[config.mk]
export PLATFORM = sky130hd
export DESIGN_NAME = paraserial_sched_flat
export DESIGN_NICKNAME = d
export VERILOG_FILES = /design/src/rtl/paraserial_sched_if.sv /design/src/rtl/paraserial_sched.sv /design/src/flat_wrapper.sv
export SDC_FILE = /design/constraint.sdc
export NUM_CORES = 1
export LEC_CHECK = 0
export ABC_AREA = 1
export CAP_MARGIN = 15
export CELL_PAD_IN_SITES_DETAIL_PLACEMENT = 1
export CELL_PAD_IN_SITES_GLOBAL_PLACEMENT = 2
export CORE_ASPECT_RATIO = 0.8
export CORE_MARGIN = 3
export CORE_UTILIZATION = 27
export DETAILED_ROUTE_END_ITERATION = 16
export PLACE_DENSITY_LB_ADDON = 0.1
export SYNTH_ARGS = -nofsm -noshare
export SYNTH_HDL_FRONTEND = slang
export SYNTH_SLANG_ARGS = --single-unit
[constraint.sdc]
create_clock -name clk_8f -period 3.6 [get_ports clk_8f]
set_input_delay 0.36 -clock clk_8f [delete_from_list [all_inputs] [get_ports clk_8f]]
set_output_delay 0.36 -clock clk_8f [all_outputs]
set_load 0.1 [all_outputs]
[src/rtl/paraserial_sched_if.sv]
// Byte-requester and serial-link signal bundle for paraserial_sched.
// The master drives the four lane requests and sync_req; the scheduler drives the serial side.
interface paraserial_sched_if;
  logic [7:0] data_in0;
  logic [7:0] data_in1;
  logic [7:0] data_in2;
  logic [7:0] data_in3;
  logic       valid_in0;
  logic       valid_in1;
  logic       valid_in2;
  logic       valid_in3;
  logic       sync_req;
  logic       data_out;
  logic       byte_start;
  logic [1:0] lane_sel;
  logic       lane_valid;
  logic [3:0] ack;

  modport master (
    output data_in0, data_in1, data_in2, data_in3,
    output valid_in0, valid_in1, valid_in2, valid_in3, sync_req,
    input  data_out, byte_start, lane_sel, lane_valid, ack
  );

  modport slave (
    input  data_in0, data_in1, data_in2, data_in3,
    input  valid_in0, valid_in1, valid_in2, valid_in3, sync_req,
    output data_out, byte_start, lane_sel, lane_valid, ack
  );
endinterface

[src/rtl/paraserial_sched.sv]
// Round-robin scheduler sharing one MSB-first serial lane between four byte requesters.
// Runs on the 8x bit clock: every eighth edge loads a COM, IDL or granted requester byte.
//
// state  | meaning
// S_SYNC   | sending SYNC_BYTES COM symbols; requests and sync_req ignored
// S_ACTIVE | each byte slot goes to the next valid lane round-robin, else IDL
module paraserial_sched #(
  parameter int         SYNC_BYTES = 4,
  parameter logic [7:0] COM_SYM    = 8'hBC,
  parameter logic [7:0] IDL_SYM    = 8'h7C
) (
  input logic              clk_8f,
  input logic              reset,
  paraserial_sched_if.slave bus
);
  localparam int CNT_W = $clog2(SYNC_BYTES + 1);

  typedef enum logic {S_SYNC, S_ACTIVE} state_t;

  state_t           state_q, state_d;
  logic [2:0]       bit_cnt_q;
  logic [7:0]       shreg_q, shreg_d;
  logic [CNT_W-1:0] sync_cnt_q, sync_cnt_d;
  logic [1:0]       rr_ptr_q, rr_ptr_d;
  logic             byte_start_q, byte_start_d;
  logic [3:0]       ack_q, ack_d;
  logic [1:0]       lane_sel_q, lane_sel_d;
  logic             lane_valid_q, lane_valid_d;

  logic       load;
  logic [3:0] lane_req;
  logic [7:0] lane_data [4];
  logic       found;
  logic [1:0] gnt_idx;
  logic [1:0] probe;

  assign load         = (bit_cnt_q == 3'd7);
  assign lane_req     = {bus.valid_in3, bus.valid_in2, bus.valid_in1, bus.valid_in0};
  assign lane_data[0] = bus.data_in0;
  assign lane_data[1] = bus.data_in1;
  assign lane_data[2] = bus.data_in2;
  assign lane_data[3] = bus.data_in3;

  // Search starts one past the last winner; offset 4 wraps back onto rr_ptr itself.
  always_comb begin
    found   = 1'b0;
    gnt_idx = rr_ptr_q;
    probe   = '0;
    for (int i = 1; i <= 4; i++) begin
      probe = rr_ptr_q + 2'(i);
      if (!found && lane_req[probe]) begin
        found   = 1'b1;
        gnt_idx = probe;
      end
    end
  end

  always_comb begin
    state_d      = state_q;
    sync_cnt_d   = sync_cnt_q;
    rr_ptr_d     = rr_ptr_q;
    shreg_d      = {shreg_q[6:0], 1'b0};
    byte_start_d = 1'b0;
    ack_d        = 4'b0000;
    lane_sel_d   = lane_sel_q;
    lane_valid_d = lane_valid_q;
    if (load) begin
      byte_start_d = 1'b1;
      lane_valid_d = 1'b0;
      shreg_d      = IDL_SYM;
      case (state_q)
        S_SYNC: begin
          shreg_d = COM_SYM;
          if (sync_cnt_q == CNT_W'(SYNC_BYTES - 1)) begin
            state_d    = S_ACTIVE;
            sync_cnt_d = '0;
          end else begin
            sync_cnt_d = sync_cnt_q + CNT_W'(1);
          end
        end
        S_ACTIVE: begin
          if (bus.sync_req) begin
            state_d    = S_SYNC;
            sync_cnt_d = CNT_W'(1);
            shreg_d    = COM_SYM;
          end else if (found) begin
            shreg_d      = lane_data[gnt_idx];
            ack_d        = 4'b0001 << gnt_idx;
            lane_sel_d   = gnt_idx;
            lane_valid_d = 1'b1;
            rr_ptr_d     = gnt_idx;
          end
        end
        default: state_d = S_SYNC;
      endcase
    end
  end

  always_ff @(posedge clk_8f or posedge reset) begin
    if (reset) begin
      state_q      <= S_SYNC;
      bit_cnt_q    <= 3'd7;
      shreg_q      <= '0;
      sync_cnt_q   <= '0;
      rr_ptr_q     <= 2'd3;
      byte_start_q <= 1'b0;
      ack_q        <= 4'b0000;
      lane_sel_q   <= 2'd0;
      lane_valid_q <= 1'b0;
    end else begin
      state_q      <= state_d;
      bit_cnt_q    <= bit_cnt_q + 3'd1;
      shreg_q      <= shreg_d;
      sync_cnt_q   <= sync_cnt_d;
      rr_ptr_q     <= rr_ptr_d;
      byte_start_q <= byte_start_d;
      ack_q        <= ack_d;
      lane_sel_q   <= lane_sel_d;
      lane_valid_q <= lane_valid_d;
    end
  end

  assign bus.data_out   = shreg_q[7];
  assign bus.byte_start = byte_start_q;
  assign bus.ack        = ack_q;
  assign bus.lane_sel   = lane_sel_q;
  assign bus.lane_valid = lane_valid_q;
endmodule

[src/flat_wrapper.sv]
// flat-port wrapper written by rule: the top's interface ports become plain ports
module paraserial_sched_flat 
#(
  parameter int         SYNC_BYTES = 4,
  parameter logic [7:0] COM_SYM    = 8'hBC,
  parameter logic [7:0] IDL_SYM    = 8'h7C
)
  (clk_8f, reset, bus_data_in0, bus_data_in1, bus_data_in2, bus_data_in3, bus_valid_in0, bus_valid_in1, bus_valid_in2, bus_valid_in3, bus_sync_req, bus_data_out, bus_byte_start, bus_lane_sel, bus_lane_valid, bus_ack);
  paraserial_sched_if bus_i ();
  input logic clk_8f;
  input logic reset;
  input wire logic [$bits(bus_i.data_in0)-1:0] bus_data_in0;
  input wire logic [$bits(bus_i.data_in1)-1:0] bus_data_in1;
  input wire logic [$bits(bus_i.data_in2)-1:0] bus_data_in2;
  input wire logic [$bits(bus_i.data_in3)-1:0] bus_data_in3;
  input wire logic [$bits(bus_i.valid_in0)-1:0] bus_valid_in0;
  input wire logic [$bits(bus_i.valid_in1)-1:0] bus_valid_in1;
  input wire logic [$bits(bus_i.valid_in2)-1:0] bus_valid_in2;
  input wire logic [$bits(bus_i.valid_in3)-1:0] bus_valid_in3;
  input wire logic [$bits(bus_i.sync_req)-1:0] bus_sync_req;
  output wire logic [$bits(bus_i.data_out)-1:0] bus_data_out;
  output wire logic [$bits(bus_i.byte_start)-1:0] bus_byte_start;
  output wire logic [$bits(bus_i.lane_sel)-1:0] bus_lane_sel;
  output wire logic [$bits(bus_i.lane_valid)-1:0] bus_lane_valid;
  output wire logic [$bits(bus_i.ack)-1:0] bus_ack;
  assign bus_i.data_in0 = bus_data_in0;
  assign bus_i.data_in1 = bus_data_in1;
  assign bus_i.data_in2 = bus_data_in2;
  assign bus_i.data_in3 = bus_data_in3;
  assign bus_i.valid_in0 = bus_valid_in0;
  assign bus_i.valid_in1 = bus_valid_in1;
  assign bus_i.valid_in2 = bus_valid_in2;
  assign bus_i.valid_in3 = bus_valid_in3;
  assign bus_i.sync_req = bus_sync_req;
  assign bus_data_out = bus_i.data_out;
  assign bus_byte_start = bus_i.byte_start;
  assign bus_lane_sel = bus_i.lane_sel;
  assign bus_lane_valid = bus_i.lane_valid;
  assign bus_ack = bus_i.ack;
  paraserial_sched #(.SYNC_BYTES(SYNC_BYTES), .COM_SYM(COM_SYM), .IDL_SYM(IDL_SYM)) u_core (.clk_8f(clk_8f), .reset(reset), .bus(bus_i));
endmodule
=== After elaboration in Yosys (flattened, before gate mapping) ===
Index checks and enable logic that the tools add are counted.

* Add/sub/neg operators: 5
* Order comparisons: 5
* Equal/unequal tests: 3
* Shifts and indexed selects: 1
* Muxes and demuxes: 37
* Bitwise operators: 3
* Reductions and logical operators: 8

{| class="wikitable"
|+ Operator list
! kind !! count
|-
| 2-to-1 mux 8 bit || 5
|-
| binary-select mux 8 bit (select 2 bit) || 1
|-
| 2-to-1 mux 4 bit || 4
|-
| case mux 8 bit (2 select lines) || 1
|-
| 2-to-1 mux 1 bit || 14
|-
| less-than comparator 2 x 3 -> 1 bit, second input constant || 4
|-
| binary-select mux 1 bit (select 2 bit) || 4
|-
| 2-to-1 mux 2 bit || 4
|-
| adder 3 x 1 -> 3 bit, second input constant || 2
|-
| 2-to-1 mux 3 bit || 2
|-
| case mux 3 bit (2 select lines) || 1
|-
| adder 2 bit, second input constant || 2
|-
| AND reduction 4 bit || 1
|-
| << shifter 1 x 2 -> 4 bit, first input constant || 1
|-
| equality test 3 x 2 -> 1 bit, second input constant || 1
|-
| equality test 3 bit, second input constant || 1
|-
| greater-or-equal comparator 3 bit, second input constant || 1
|-
| logical AND 1 bit || 3
|-
| zero test 1 bit || 3
|-
| inverter 2 -> 3 bit || 1
|-
| adder 2 x 1 -> 2 bit, second input constant || 1
|-
| inequality test 2 bit, second input constant || 1
|-
| inverter 1 bit || 2
|-
| case mux 1 bit (2 select lines) || 1
|-
| AND reduction 2 bit || 1
|}

* Bits in registers: 25
* Input bits: 39

=== Logic depth before layout (Yosys ltp) ===
Gate-level depths: netlist of the first run.

* Depth in word-level cells: 21
* Depth in mapped cells: 17
* Depth with buffers taken out: 15

=== Worst setup path after synthesis of the first run ===
OpenSTA, ideal clock, no wires.

* Path type: register -> register
* Start: register u_core.bit_cnt_q[0]
* End: register u_core.shreg_q[2]
* Setup time: 0.113 ns
* Arrival: 1.687 ns
* Required time: 3.487 ns
* Path slack: 1.800 ns
* Cell stages (with the launch flop): 10
* Clock period less this slack: 1.800 ns
* Cell sequence: dfstp_2 -> ha_1 -> ha_1 -> inv_1 -> nor2_1 -> nand2_1 -> inv_2 -> nand3_1 -> nand2_1 -> inv_1

* Word-level cells in the longest chain between the ends: 2

{| class="wikitable"
|+ Ends and longest elaborated chain
! item !! RTL line !! source
|-
| from (decl) || paraserial_sched.sv:21 || <nowiki>logic [2:0] bit_cnt_q;</nowiki>
|-
| from (signal assigned) || paraserial_sched.sv:112 || <nowiki>bit_cnt_q <= bit_cnt_q + 3'd1;</nowiki>
|-
| equality test 3 bit || paraserial_sched.sv:37 || <nowiki>assign load = (bit_cnt_q == 3'd7);</nowiki>
|-
| 2-to-1 mux 8 bit || paraserial_sched.sv:67 || <nowiki>if (load) begin</nowiki>
|-
| net u_core.shreg_d[2] || paraserial_sched.sv:22 || <nowiki>logic [7:0] shreg_q, shreg_d;</nowiki>
|-
| to (signal assigned) || paraserial_sched.sv:113 || <nowiki>shreg_q <= shreg_d;</nowiki>
|-
| to (decl) || paraserial_sched.sv:22 ||
|}

The timed path passes the listed nets, and every way through them passes these cells.
A chain may end at the register's enable or synchronous reset.

=== Worst setup path after layout of the first run ===
* Start: register u_core.lane_sel_q[1], in the netlist u_core.bus.lane_sel[1]
* End: output port bus_lane_sel[1]

{| class="wikitable"
|+ RTL lines
! item !! RTL line !! source
|-
| from (decl) || paraserial_sched.sv:27 || <nowiki>logic [1:0] lane_sel_q, lane_sel_d;</nowiki>
|-
| from (signal assigned) || paraserial_sched.sv:118 || <nowiki>lane_sel_q <= lane_sel_d;</nowiki>
|-
| to (decl) || flat_wrapper.sv:23 || <nowiki>output wire logic [$bits(bus_i.lane_sel)-1:0] bus_lane_sel;</nowiki>
|}

No word-level cell between the ends.

==> impl_metrics.py, run 1 <==
metrics = {
    "global_route": {
        "grt_pass1_vias": 1442,
        "track_usage_pct": 13.56,
        "grt_max_degree": 26,
        "grt_pass1_wl_um": 6927,
        "antenna_found_initial": 0,
        "grt.overflow.total": 0,
    },
    "synth": {
        "synth_edf_count": 0,
        "yosys-top-cells-area": "dfrtp_1 33%, nand2_1 21%, dfstp_2 8.7%",
        "syn_area_um2": 1503,
        "synth_seq_area_share_pct": 42.05,
        "syn_area_per_cell_um2": 7.330,
        "synth_mux_area_share_pct": 0,
        "yosys.area_share.simple_pct": 42.46,
        "synth_cell_type_count": 25,
        "async_flop_share_pct": 100.0,
        "synth.top_cell.area_share_pct": 33.31,
        "synth_nets": 247,
        "ys.flop_type": "dfrtp_1",
        "synth_top_family_by_area": "simple AND/OR/NAND/NOR gates",
        "yosysWarningCount": 0,
        "ys_seq_elements": 25,
        "synth_top_area_cell": "dfrtp_1",
        "synth_xor_area_share_pct": 0,
        "synth-compound-area-share_pct": 4.996,
        "synthCells": 205,
        "synth_fa_ha_area_share_pct": 2.498,
    },
    "cts": {
        "htreeDepth": 1,
        "post-cts-setup-buffers": 0,
        "max-clock-path-buffers": 2,
        "cts_tree": "built",
        "clkTransAtPathRegs_ns": 0.08,
        "ctsHoldBuffers": 0,
        "cts-buffers-inserted": 3,
        "cts-resized-gates": 0,
        "cts.sinks": 25,
        "cts_root_buf": "clkbuf_8",
        "insertion_delay_ns": 0.27,
    },
    "sta": {
        "hold_viol_final": 0,
        "whs_ns": 0.4481,
        "fin_ws_ns": 1.439,
        "rsz0062_at_grt": "no",
        "tightest_slew_ns": 1.013,
        "finalCritPeriodShare_pct": 60.03,
        "finalMaxSlewViolations": 0,
        "fmax_mhz": 462.7,
        "maxSlewHeadroom_pct": 32.23,
        "period_minus_slack_ns": 2.161,
        "setup_viol": 0,
        "fin_skew_ns": 0.001142,
        "tns_ns": 0,
    },
    "detailed_routing": {
        "dr.pass1.iters": 3,
        "ant_nets": 0,
        "avgRoutedWirePerCell_um": 13.42,
        "remaining_drc_errors": 0,
        "via_per_inst": 4.516,
        "drt-total-wl_um": 4215,
        "num_vias": 1418,
        "first_iter_violations": 33,
    },
    "layout": {
        "antenna_cells": 0,
        "n_fill_cell": 650,
        "fin_cells": 314,
        "final_common_cell": "nand2_1",
        "fin_nets": 295,
        "mostFrequentLayoutCells": "83 x nand2_1, 47 x clkdlybuf4s50_1, 20 x nand3_1, 20 x dfrtp_1",
        "drive_gt1_share_pct": 15.08,
        "synthToLayoutAreaGrowth_pct": 36.55,
    },
    "critical_path": {
        "crit_chain": "clkdlybuf4s50_1",
        "setup.worst_path.start_class": "register",
        "cp_top_family": "buffers and inverters",
        "reg2regPathDepth": 9,
        "crit_buf_inv": 1,
        "cp_data_required_time_ns": 3.24,
        "crit_slowest_cell": "clkdlybuf4s50_1",
        "crit_type": "reg -> out",
        "critPathArrivalTime_ns": 1.80,
        "cp.depth": 1,
        "end_kind": "primary output",
        "slowest_delay_ns": 1.15,
        "cp_max_fo": 2,
    },
    "worst_hold_path": {
        "whs_path_depth": 1,
        "min-delay-path-class": "reg -> reg",
    },
    "floorplan": {
        "die_w_um": 89.41,
        "num_io_pins": 48,
        "coreArea_um2": 5180,
        "die_area_um2": 6502,
        "placementRows": 23,
        "dieHeight_um": 72.73,
        "start_util_pct": 29.01,
    },
    "job": {
        "cap_viol_max_count": 0,
    },
    "power": {
        "p_total_w": 0.001710,
        "pwr_density_cell_nw_per_um2": 833.2,
        "max-vdd-ir-drop_mv": 0.3584,
        "p_leak_nw": 1.019,
    },
    "placement": {
        "io_buffer_count": 47,
        "hpwl_um": 3349,
        "finalWeightedCongestion": 0.7363,
        "dp_slack_ns": 1.376,
        "placed_cells": 310,
    },
    "outcome": {
        "status": "finished clean",
    },
}
report_power, final:
part,switching [W],internal [W]
Clock,0.0000865,0.0000774
Combinational,0.000793,0.000341
Sequential,0.0000612,0.000351
Total,0.000941,0.000769
state kept, by name, indices dropped and copies added (netlist names):
register / flops
u_core.bus.ack: 4
u_core.bus.byte_start: 1
u_core.sync_cnt_q: 3
u_core.bit_cnt_q: 3
u_core.rr_ptr_q: 2
u_core.bus.lane_valid: 1
u_core.shreg_q: 8
u_core.bus.lane_sel: 2
u_core.state_q: 1
final timing paths:
path | from | endpoint | slack (ns)
worst min-delay path | u_core.bit_cnt_q[0] | u_core.bit_cnt_q[0] | 0.45
worst max register to register | u_core.bit_cnt_q[0] | u_core.shreg_q[4] | 1.48
worst min register to register | u_core.bit_cnt_q[0] | u_core.bit_cnt_q[0] | 0.45
min in group asynchronous | reset | u_core.bus.ack[1] | 0.59
worst max-delay path | u_core.bus.lane_sel[1] | bus_lane_sel[1] | 1.44
max in group asynchronous | reset | u_core.shreg_q[0] | 2.44
cells in the mapped netlist (3+ instances only):
master	number
a21oi_1	4
nand2_2	13
inv_2	3
buf_6	4
or2_2	5
dfrtp_1	20
ha_1	3
inv_1	13
dfstp_2	5
nor2_1	13
o21ai_1	4
nand3_1	20
nand2_1	83
through the flow:
stage / area (µm²) / utilization [%]
2_1_floorplan: 1503 / -
6_report: 2052 / 39.61
3_5_place_dp: 2006 / 38.72
4_1_cts: 2052 / 39.61
5_1_grt: 2052 / 39.61
3_3_place_gp: 2006 / 38.72
layout make-up:
type | count | area, µm² | area share, %
multi-input cells | 158 | 750.7 | 36.59
clock inverters | 1 | 5.005 | 0.2439
clock buffers | 3 | 41.29 | 2.012
repair buffers | 47 | 470.5 | 22.93
flip-flops and latches | 25 | 631.9 | 30.79
well taps | 62 | 77.57 | 3.780
inverters | 18 | 75.07 | 3.659
logic make-up (layout without fill, tap and decap cells):
kind of cell / Yosys count / count (layout)
buffers and inverters: 22 / 69
adders and majority gates: 3 / 3
DFF: 25 / 25
and+or+nand+nor: 142 / 142
AOI/OAI and AO/OA: 13 / 13
metal layers:
metal	vias up	track usage [%]	routed length, µm
met4	0	1.488	18
met5	-	0	0
met2	39	18.48	1571
li1	738	-	-
met3	4	3.950	272
met1	637	21.58	2353
(Power assumes the default switching activity.)
==> run 2: changes to the inputs <==
--- a/config.mk
+++ b/config.mk
@@ -11,7 +11,7 @@
 export CELL_PAD_IN_SITES_GLOBAL_PLACEMENT = 2
 export CORE_ASPECT_RATIO = 0.8
 export CORE_MARGIN = 3
-export CORE_UTILIZATION = 27
+export CORE_UTILIZATION = 25
 export DETAILED_ROUTE_END_ITERATION = 16
 export PLACE_DENSITY_LB_ADDON = 0.1
 export SYNTH_ARGS = -nofsm -noshare
==> constraint.sdc (replaced) <==
create_clock -name clk_8f -period 2.22 [get_ports clk_8f]
set_input_delay 0.222 -clock clk_8f [delete_from_list [all_inputs] [get_ports clk_8f]]
set_output_delay 0.222 -clock clk_8f [all_outputs]
set_load 0.1 [all_outputs]
==> run 2 against run 1 <==
Non-clock buffer count rose by 9. Register-to-register slack got worse by 1.2 ns. Combinational power rose by 69%. Utilization fell by 1.7 points. Hold slack got worse by 0.15 ns. Clock-buffer cell count did not move. First-iteration DRC count rose by 18%. Sequential cell count did not move.
==> impl_metrics.py, run 2 (same netlist as run 1, synthesis figures left out) <==
metrics = {
    "worst_hold_path": {
        "min-delay-path-class": "in -> async",
    },
    "layout": {
        "n_fill_cell": 706,
        "final_common_cell": "nand2_1",
        "synthToLayoutAreaGrowth_pct": 41.72,
        "seq_area_um2": 631.9,
        "regMostFlops": "u_core.shreg_q",
        "fin_nets": 304,
        "antenna_cells": 0,
        "drive_gt1_share_pct": 21.46,
        "mostFrequentLayoutCells": "83 x nand2_1, 38 x clkdlybuf4s50_1, 20 x nand3_1, 20 x dfrtp_1, 18 x buf_4",
        "largest_reg_flops": 8,
        "multi_input_area_um2": 760.7,
    },
    "global_route": {
        "grt_max_degree": 26,
        "grt_pass1_vias": 1434,
        "grt_pass1_wl_um": 7100,
        "met3_usage_pct": 3.751,
        "antenna_found_initial": 0,
        "busiest_layer": "met2",
        "grtUsageMet2_pct": 21.06,
        "track_usage_pct": 13.09,
        "grt_use_met1_pct": 17.82,
        "grt.overflow.total": 0,
    },
    "floorplan": {
        "start_util_pct": 26.76,
        "placementRows": 24,
        "die_area_um2": 6983,
        "die_w_um": 92.68,
        "dieHeight_um": 75.35,
        "coreArea_um2": 5615,
        "num_io_pins": 48,
    },
    "detailed_routing": {
        "via_per_inst": 4.330,
        "dr.pass1.iters": 4,
        "drt-total-wl_um": 4374,
        "num_vias": 1468,
        "ant_nets": 0,
        "remaining_drc_errors": 0,
        "first_iter_violations": 39,
        "avgRoutedWirePerCell_um": 12.90,
    },
    "critical_path": {
        "critPathArrivalTime_ns": 2.16,
        "cp_data_required_time_ns": 2.39,
        "crit_type": "reg -> reg",
        "cp_max_fo": 12,
        "setup.worst_path.start_class": "register",
        "end_kind": "register",
    },
    "cts": {
        "cts.sinks": 25,
        "clkTransAtPathRegs_ns": 0.09,
        "cts_root_buf": "clkbuf_8",
        "ctsHoldBuffers": 0,
        "cts_tree": "built",
        "insertion_delay_ns": 0.27,
        "cts-buffers-inserted": 3,
        "htreeDepth": 1,
        "max-clock-path-buffers": 2,
    },
    "power": {
        "max-vdd-ir-drop_mv": 0.4819,
        "p_comb_share_pct": 67.3,
        "p_switching_w": 0.001557,
        "p_sw_share_pct": 54.97,
        "pwr_density_cell_nw_per_um2": 1330,
        "p_leak_nw": 1.079,
        "p_total_w": 0.002833,
        "power.share.clock_pct": 9.7,
        "p_int_w": 0.001276,
        "pwr-share-seq_pct": 23.0,
    },
    "sta": {
        "period_minus_slack_ns": 1.984,
        "setup_viol": 0,
        "hold_viol_final": 0,
        "finalMaxSlewViolations": 0,
        "fmax_mhz": 503.9,
        "finalCritPeriodShare_pct": 89.38,
        "tightest_slew_ns": 0.3271,
        "fin_ws_ns": 0.2357,
        "fin_skew_ns": 0.003006,
        "maxSlewHeadroom_pct": 78.19,
        "rsz0062_at_grt": "no",
        "tns_ns": 0,
    },
    "placement": {
        "dp_slack_ns": 0.1205,
        "finalWeightedCongestion": 0.7353,
        "hpwl_um": 3499,
        "io_buffer_count": 47,
    },
    "job": {
        "cap_viol_max_count": 0,
    },
    "outcome": {
        "status": "finished clean",
    },
}
==> run 2: changes by cell type in the layout (fill, tap and decap cells not counted) <==
cell             delta
clkdlybuf4s50_1     -9
clkinv_2            -1
clkinvlp_4          +1
nand2_2             -2
nand2_4             +2
buf_4              +18
==> run 2: worst max-delay path, stage by stage (launching register included) <==
cell and delay [ns]:
dfstp_2 0.66, inv_6 0.08, nand2_1 0.06, nand2_1 0.09, nand2_1 0.09, nand2_2 0.08
nand2_4 0.08, nand2_1 0.05, nand2_1 0.07, nand2_2 0.06, nand2_4 0.13, inv_2 0.14
nand2_1 0.10, nand3_1 0.09, nand2_1 0.07, inv_1 0.04
==> run 2: worst paths after layout <==
path	startpoint	end	slack [ns]	cells after the start
min in group clk_8f	u_core.bit_cnt_q[0]	u_core.bit_cnt_q[0]	0.45	1
max	u_core.rr_ptr_q[0]	u_core.shreg_q[5]	0.24	15
max in group asynchronous	reset	u_core.rr_ptr_q[1]	1.62	3
min reg2reg	u_core.bit_cnt_q[0]	u_core.bit_cnt_q[0]	0.45	1
min	reset	u_core.shreg_q[7]	0.30	3
max reg2reg	u_core.rr_ptr_q[0]	u_core.shreg_q[5]	0.24	15
==> run 2: routing by layer <==
layer	vias up	routed length [µm]	part of all wire [%]
met3	4	273	6.2
li1	751	-	-
met1	678	2158	49
met2	35	1903	44
met5	-	0	0
met4	0	38	0.87
==> run 2: metrics by stage <==
step           cell area [µm²]  hold WS (ns)  util, %  cells
5_1_grt                   2130        0.3395    37.92    339
2_1_floorplan             1503        0.2456        -    205
3_3_place_gp              2063        0.4259    36.74    334
6_report                  2130        0.2987    37.92    339
3_5_place_dp              2063        0.4280    36.74    334
4_1_cts                   2112        0.3052    37.61    338
==> run 2: power by group through the flow <==
stage / Combinational (W) / Clock [W] / Sequential [W]
final: 0.00191 / 0.000276 / 0.000651
after global routing: 0.00215 / 0.000304 / 0.000666
after CTS: 0.00188 / 0.000286 / 0.000662
after detailed placement: 0.00187 / 0 / 0.000669
after global placement: 0.00186 / 0 / 0.000667
after floorplan: 0.00141 / 0 / 0.000799
==> run 2: cell type report <==
class	count	area share (%)
repair buffers	56	24.21
well taps	78	4.583
clock buffers	3	1.939
multi-input cells	158	35.72
flip-flops and latches	25	29.67
clock inverters	1	0.3525
inverters	18	3.525
==> run 2: repair_timing <==
action,4_1_cts,5_1_grt
setup endpoints to repair,0,6
setup buffers,0,1
gates resized for setup,0,2
